<file path="src/rtl/cpu_run_ctrl.sv">
// Run/step sequencer: turns debug commands into a CPU clock enable and a generated CPU reset.
// Optional breakpoint comparator is built when CPU_RUN_CTRL_BKPT_EN is defined.
module cpu_run_ctrl #(
  parameter int CNT_W      = 16,
  parameter int RST_CYCLES = 4,
  parameter int PC_W       = 32
) (
  input  logic             clk,
  input  logic             reset,
  input  logic             cmd_valid,
  output logic             cmd_ready,
  input  logic [2:0]       cmd_op,
  input  logic [CNT_W-1:0] cmd_arg,
  input  logic [PC_W-1:0]  pc,
`ifdef CPU_RUN_CTRL_BKPT_EN
  input  logic             bkpt_en,
  input  logic [PC_W-1:0]  bkpt_addr,
`endif
  output logic             cpu_ce,
  output logic             cpu_rst,
  output logic             halted,
  output logic [1:0]       halt_cause,
  output logic [31:0]      cycle_cnt,
  output logic             cmd_err
);

  localparam int RW = $clog2(RST_CYCLES + 1);

  localparam logic [2:0] OP_NOP     = 3'd0;
  localparam logic [2:0] OP_HALT    = 3'd1;
  localparam logic [2:0] OP_RUN     = 3'd2;
  localparam logic [2:0] OP_STEP    = 3'd3;
  localparam logic [2:0] OP_RUN_N   = 3'd4;
  localparam logic [2:0] OP_CPU_RST = 3'd5;

  localparam logic [1:0] CAUSE_CMD   = 2'd0;
  localparam logic [1:0] CAUSE_STEP  = 2'd1;
  localparam logic [1:0] CAUSE_COUNT = 2'd2;
  localparam logic [1:0] CAUSE_BKPT  = 2'd3;

  typedef enum logic [2:0] {
    S_CPURST = 3'd0,
    S_HALTED = 3'd1,
    S_RUN    = 3'd2,
    S_STEP   = 3'd3,
    S_RUN_N  = 3'd4
  } state_t;

  state_t           r_state, w_nxt_state;
  logic [RW-1:0]    r_rst_cnt, w_nxt_rst_cnt;
  logic [CNT_W-1:0] r_run_cnt, w_nxt_run_cnt;
  logic             r_skip, w_nxt_skip;
  logic [1:0]       r_halt_cause, w_nxt_cause;
  logic [31:0]      r_cycle_cnt;
  logic             r_cmd_err, w_cmd_err;
  logic             w_active, w_bkpt_hit, w_accept, w_running;

  assign w_running = (r_state == S_RUN) || (r_state == S_RUN_N);
  assign w_active  = w_running || (r_state == S_STEP);

`ifdef CPU_RUN_CTRL_BKPT_EN
  // skip masks the breakpoint for the first enabled cycle so execution can leave bkpt_addr
  assign w_bkpt_hit = w_running && bkpt_en && (pc == bkpt_addr) && !r_skip;
`else
  logic w_unused_pc;
  assign w_unused_pc = ^pc;
  assign w_bkpt_hit  = 1'b0;
`endif

  assign cpu_ce     = w_active && !w_bkpt_hit;
  assign cpu_rst    = (r_state == S_CPURST);
  assign halted     = (r_state == S_HALTED);
  assign cmd_ready  = (r_state == S_HALTED) || w_running;
  assign halt_cause = r_halt_cause;
  assign cycle_cnt  = r_cycle_cnt;
  assign cmd_err    = r_cmd_err;
  assign w_accept   = cmd_valid && cmd_ready;

  // Next-state, counters, skip flag and halt cause.
  always_comb begin
    w_nxt_state   = r_state;
    w_nxt_rst_cnt = r_rst_cnt;
    w_nxt_run_cnt = r_run_cnt;
    w_nxt_skip    = r_skip;
    w_nxt_cause   = r_halt_cause;
    w_cmd_err     = 1'b0;
    case (r_state)
      S_CPURST: begin
        if (r_rst_cnt == RW'(RST_CYCLES - 1)) begin
          w_nxt_state   = S_HALTED;
          w_nxt_rst_cnt = '0;
          w_nxt_cause   = CAUSE_CMD;
        end else begin
          w_nxt_rst_cnt = r_rst_cnt + RW'(1);
        end
      end
      S_HALTED: begin
        if (w_accept) begin
          case (cmd_op)
            OP_NOP, OP_HALT: w_nxt_state = S_HALTED;
            OP_RUN: begin
              w_nxt_state = S_RUN;
              w_nxt_skip  = 1'b1;
            end
            OP_STEP: begin
              w_nxt_state = S_STEP;
              w_nxt_skip  = 1'b1;
            end
            OP_RUN_N: begin
              if (cmd_arg != '0) begin
                w_nxt_state   = S_RUN_N;
                w_nxt_run_cnt = cmd_arg;
                w_nxt_skip    = 1'b1;
              end else begin
                w_nxt_cause = CAUSE_COUNT;
              end
            end
            OP_CPU_RST: begin
              w_nxt_state   = S_CPURST;
              w_nxt_rst_cnt = '0;
            end
            default: w_cmd_err = 1'b1;
          endcase
        end else begin
          w_nxt_state = S_HALTED;
        end
      end
      S_STEP: begin
        w_nxt_state = S_HALTED;
        w_nxt_cause = CAUSE_STEP;
        w_nxt_skip  = 1'b0;
      end
      S_RUN, S_RUN_N: begin
        if (cpu_ce) begin
          w_nxt_skip = 1'b0;
        end else begin
          w_nxt_skip = r_skip;
        end
        if ((r_state == S_RUN_N) && cpu_ce) begin
          w_nxt_run_cnt = r_run_cnt - CNT_W'(1);
        end else begin
          w_nxt_run_cnt = r_run_cnt;
        end
        if (w_accept) begin
          case (cmd_op)
            OP_NOP, OP_HALT, OP_CPU_RST: w_cmd_err = 1'b0;
            default:                     w_cmd_err = 1'b1;
          endcase
        end else begin
          w_cmd_err = 1'b0;
        end
        // Count completion and breakpoint outrank a concurrent HALT so the cause stays informative
        if (w_accept && (cmd_op == OP_CPU_RST)) begin
          w_nxt_state   = S_CPURST;
          w_nxt_rst_cnt = '0;
        end else if (w_bkpt_hit) begin
          w_nxt_state = S_HALTED;
          w_nxt_cause = CAUSE_BKPT;
        end else if ((r_state == S_RUN_N) && (r_run_cnt == CNT_W'(1))) begin
          w_nxt_state = S_HALTED;
          w_nxt_cause = CAUSE_COUNT;
        end else if (w_accept && (cmd_op == OP_HALT)) begin
          w_nxt_state = S_HALTED;
          w_nxt_cause = CAUSE_CMD;
        end else begin
          w_nxt_state = r_state;
        end
      end
      default: begin
        w_nxt_state   = S_CPURST;
        w_nxt_rst_cnt = '0;
      end
    endcase
  end

  // State and counter registers; entering CPURST clears the executed-cycle count.
  always_ff @(posedge clk or negedge reset) begin
    if (!reset) begin
      r_state      <= S_CPURST;
      r_rst_cnt    <= '0;
      r_run_cnt    <= '0;
      r_skip       <= 1'b0;
      r_halt_cause <= CAUSE_CMD;
      r_cycle_cnt  <= 32'd0;
      r_cmd_err    <= 1'b0;
    end else begin
      r_state      <= w_nxt_state;
      r_rst_cnt    <= w_nxt_rst_cnt;
      r_run_cnt    <= w_nxt_run_cnt;
      r_skip       <= w_nxt_skip;
      r_halt_cause <= w_nxt_cause;
      r_cmd_err    <= w_cmd_err;
      if (w_nxt_state == S_CPURST) begin
        r_cycle_cnt <= 32'd0;
      end else if (cpu_ce) begin
        r_cycle_cnt <= r_cycle_cnt + 32'd1;
      end else begin
        r_cycle_cnt <= r_cycle_cnt;
      end
    end
  end

endmodule

</file>
<file path="config.mk">
export PLATFORM = sky130hd
export DESIGN_NAME = cpu_run_ctrl
export DESIGN_NICKNAME = d
export VERILOG_FILES = /design/src/rtl/cpu_run_ctrl.sv
export SDC_FILE = /design/constraint.sdc
export NUM_CORES = 1
export LEC_CHECK = 0
export ABC_AREA = 1
export BUFFER_PORTS_ARGS = -buffer_cell sky130_fd_sc_hd__buf_2
export CAP_MARGIN = 0
export CORE_MARGIN = 8
export CORE_UTILIZATION = 54
export CTS_CLUSTER_SIZE = 16
export DETAILED_ROUTE_END_ITERATION = 10
export GPL_ROUTABILITY_DRIVEN = 0
export PLACE_DENSITY_LB_ADDON = 0.2
export SLEW_MARGIN = 20
export SYNTH_ARGS = -nofsm -noshare
export SYNTH_HDL_FRONTEND = slang
export SYNTH_SLANG_ARGS = --single-unit
</file>
<file path="constraint.sdc">
create_clock -name clk -period 2.34 [get_ports clk]
set_input_delay 0.234 -clock clk [delete_from_list [all_inputs] [get_ports clk]]
set_output_delay 0.234 -clock clk [all_outputs]
set_load 0.02 [all_outputs]
</file>
==> impl_metrics.toml <==
[clocking]
clock_tree.root_cell = "clkbuf_8"
htreeDepth = 3
clock_sinks = 57
hold_buffers = 1
insertion_delay_ns = 0.35
cts_made_buffers = 9
path_clk_slew_ns = 0.07
post_cts_buffers = 0
ctsResizeCount = 0
cts_tree = "built"
clockBufferDepth = 2

[setup_path]
reg2reg_slack_ns = 0.27
path_cells = "nor2_2 > nand2_1 > nand2_2 > nor2_4 > inv_2 > buf_2"
worstRegToRegCells = 8
critical_path_class = "reg2out"
worstSetupStartpointType = "register"
crit_slowest_cell = "dfrtp_1"
critPathRequiredTime_ns = 2.11
path_delay_family = "simple AND/OR/NAND/NOR gates"
rr_startpoint = "r_state[1]"
cp_num_buf_inv = 2
critical_path_arrival_ns = 1.86
cp_max_fo = 23
slowest_delay_ns = 0.45
crit_path_end_kind = "output port"
regToRegEndpoint = "r_run_cnt[10]"

[synthesis]
syn-cell-area_sq_um = 3760
ys_seq_area_share_pct = 37.9
yosysWarnings = 0
yosys_most_used_dff = "dfrtp_1"
synth_nets = 624
async_flop_share_pct = 100
synthDistinctLibCells = 36
synth.ff_latch_count = 57
synth_area_per_cell_sq_um = 6.65
synth_edf_count = 0
syn_inst = 566

[timing]
hold_viol_final = 0
slew_violations = 0
tightest_slew_ns = 0.539
layout_min_cycle_time_ns = 2.09
min_period_over_period_pct = 89.3
skew_ns = 0.0123
fin_ws_ns = 0.251
final.setup.tns_ns = 0
setup_violations = 0
relSlewSlack_pct = 63.8
fmax_mhz = 479
rsz0062_at_grt = "no"

[flow_run]
drv_cap = 0

[power_and_ir_drop]
p_leak_nw = 2.16
ir_drop_v = 0.000639
powerDensity_nw_per_um2 = 905
total_power_mw = 4.00

[route]
via_count = 3798
viasPerCell = 5.29
first_iter_violations = 163
routed_wl_um = 9370
detail_route.wl_per_cell_um = 13.1
firstDrtPassIters = 5
ant_nets = 0
drc = 0

[layout]
finalNetCount = 691
fin_cells = 718
post-route-util_pct = 65.4
diodes = 0
layout-drive-gt1-share_pct = 15.2
area_delta_synth_final_pct = 17.3

[floorplanning]
die_area_sq_um = 9900
core_sq_um = 6760
die_w_um = 99.5
ioPinCount = 93
die_y_um = 99.5
fp-row-count = 30
initial_core_util_pct = 55.7

[placement]
dpl_worst_slack_ns = 0.287
hpwl_um = 6890
io_buffers = 60
dp.cells = 701

[outcome]
status = "complete, no violations"

[grt]
grt_antenna_before_repair = 0
grt_max_degree = 58
grt_pass1_vias = 3772
grt_pass1_wl_um = 16500
grt_use_total_pct = 20.4
overflow = 0

[hold_path]
hold_start = "cmd_arg[5]"
holdPathStages = 3
min_to = "r_run_cnt[5]"
hold_path.class = "in2reg"
[cell usage in the layout (no fill, tap or decap), types with 4 or more instances in the layout]
master / count
a21oi_1: 8
buf_2: 60
clkbuf_8: 11
dfrtp_1: 57
ha_1: 4
inv_1: 74
nand2_1: 148
nand3_1: 41
nand3_2: 4
nand4_1: 10
nor2_1: 119
nor3_1: 11
o211ai_1: 4
o21ai_0: 23
o21ai_1: 4
xor2_1: 17
[worst min-delay path: cells and delay by family]
kind | cells | cell delay [ns]
AND/OR/NAND/NOR | 1 | 0.06
buffers and inverters | 1 | 0.11
AO/OA/AOI/OAI | 1 | 0.07
[per-layer routing]
metal | vias up | track usage [%] | share of wire, % | routed length [um]
met2 | 109 | 35.0 | 48 | 4500
met5 | - | 0 | 0 | 0
met3 | 27 | 4.47 | 5.8 | 544
met4 | 0 | 11.6 | 3.1 | 295
li1 | 1914 | - | - | -
met1 | 1748 | 22.9 | 43 | 4030
[stage by stage]
stage          cell area, sq um  hold slack, ns
2_1_floorplan              3760         -0.0616
3_3_place_gp               4180           0.262
3_5_place_dp               4180           0.262
4_1_cts                    4420           0.148
5_1_grt                    4420           0.178
6_report                   4420           0.161
[cell families (layout without fill, tap and decap cells)]
family	Yosys count	in the layout	synth area share, %
fa+ha+maj	4	4	1.33
compound gates	53	53	8.21
buf+inv	86	158	8.97
flops	57	57	37.9
simple gates	347	347	39.2
xor+xnor	19	19	4.42
[synthesized netlist by cell type (4+ instances only)]
cell | count | area, sq um
dfrtp_1 | 57 | 1430
clkbuf_1 | 4 | 15.0
nand3_1 | 41 | 205
nand2_1 | 148 | 556
o21ai_0 | 23 | 115
ha_1 | 4 | 50.1
nor3_1 | 11 | 55.1
nor2_1 | 119 | 447
o211ai_1 | 4 | 30.0
nand4_1 | 10 | 62.6
nand3_2 | 4 | 40.0
inv_1 | 74 | 278
xor2_1 | 17 | 149
o21ai_1 | 4 | 20.0
a21oi_1 | 8 | 40.0
[registers in the layout, indices dropped and copies added, names as in the netlist]
register,flops
halt_cause,2
r_run_cnt,16
r_state,3
cmd_err,1
cycle_cnt,32
r_rst_cnt,3
[area by class of cell]
| class | count | area [sq um] |
|---|---|---|
| Fill cell | 606 | 2340 |
| Multi-Input combinational cell | 423 | 2000 |
| Timing Repair Buffer | 66 | 373 |
| Inverter | 76 | 285 |
| Tap cell | 80 | 100 |
| Clock inverter | 4 | 75.1 |
| Sequential cell | 57 | 1430 |
| Clock buffer | 12 | 155 |
[worst max path at each step]
stage                             from            end  slack, ns  depth (start not counted)
after floorplan           cycle_cnt[0]  cycle_cnt[28]       0.50                         13
after global placement    cycle_cnt[0]  cycle_cnt[28]       0.41                         13
after detailed placement    r_state[1]  r_run_cnt[10]       0.29                          8
after CTS                   r_state[1]         cpu_ce       0.24                          6
after global routing        r_state[1]  r_run_cnt[10]       0.10                          8
final                       r_state[1]         cpu_ce       0.25                          6
[where the power goes]
part / switching (mW) / total (mW) / internal, mW
combinational: 1.04 / 1.56 / 0.525
clock: 0.419 / 1.08 / 0.658
sequential: 0.171 / 1.36 / 1.18
No activity file was read; power rests on OpenSTA's default activity.
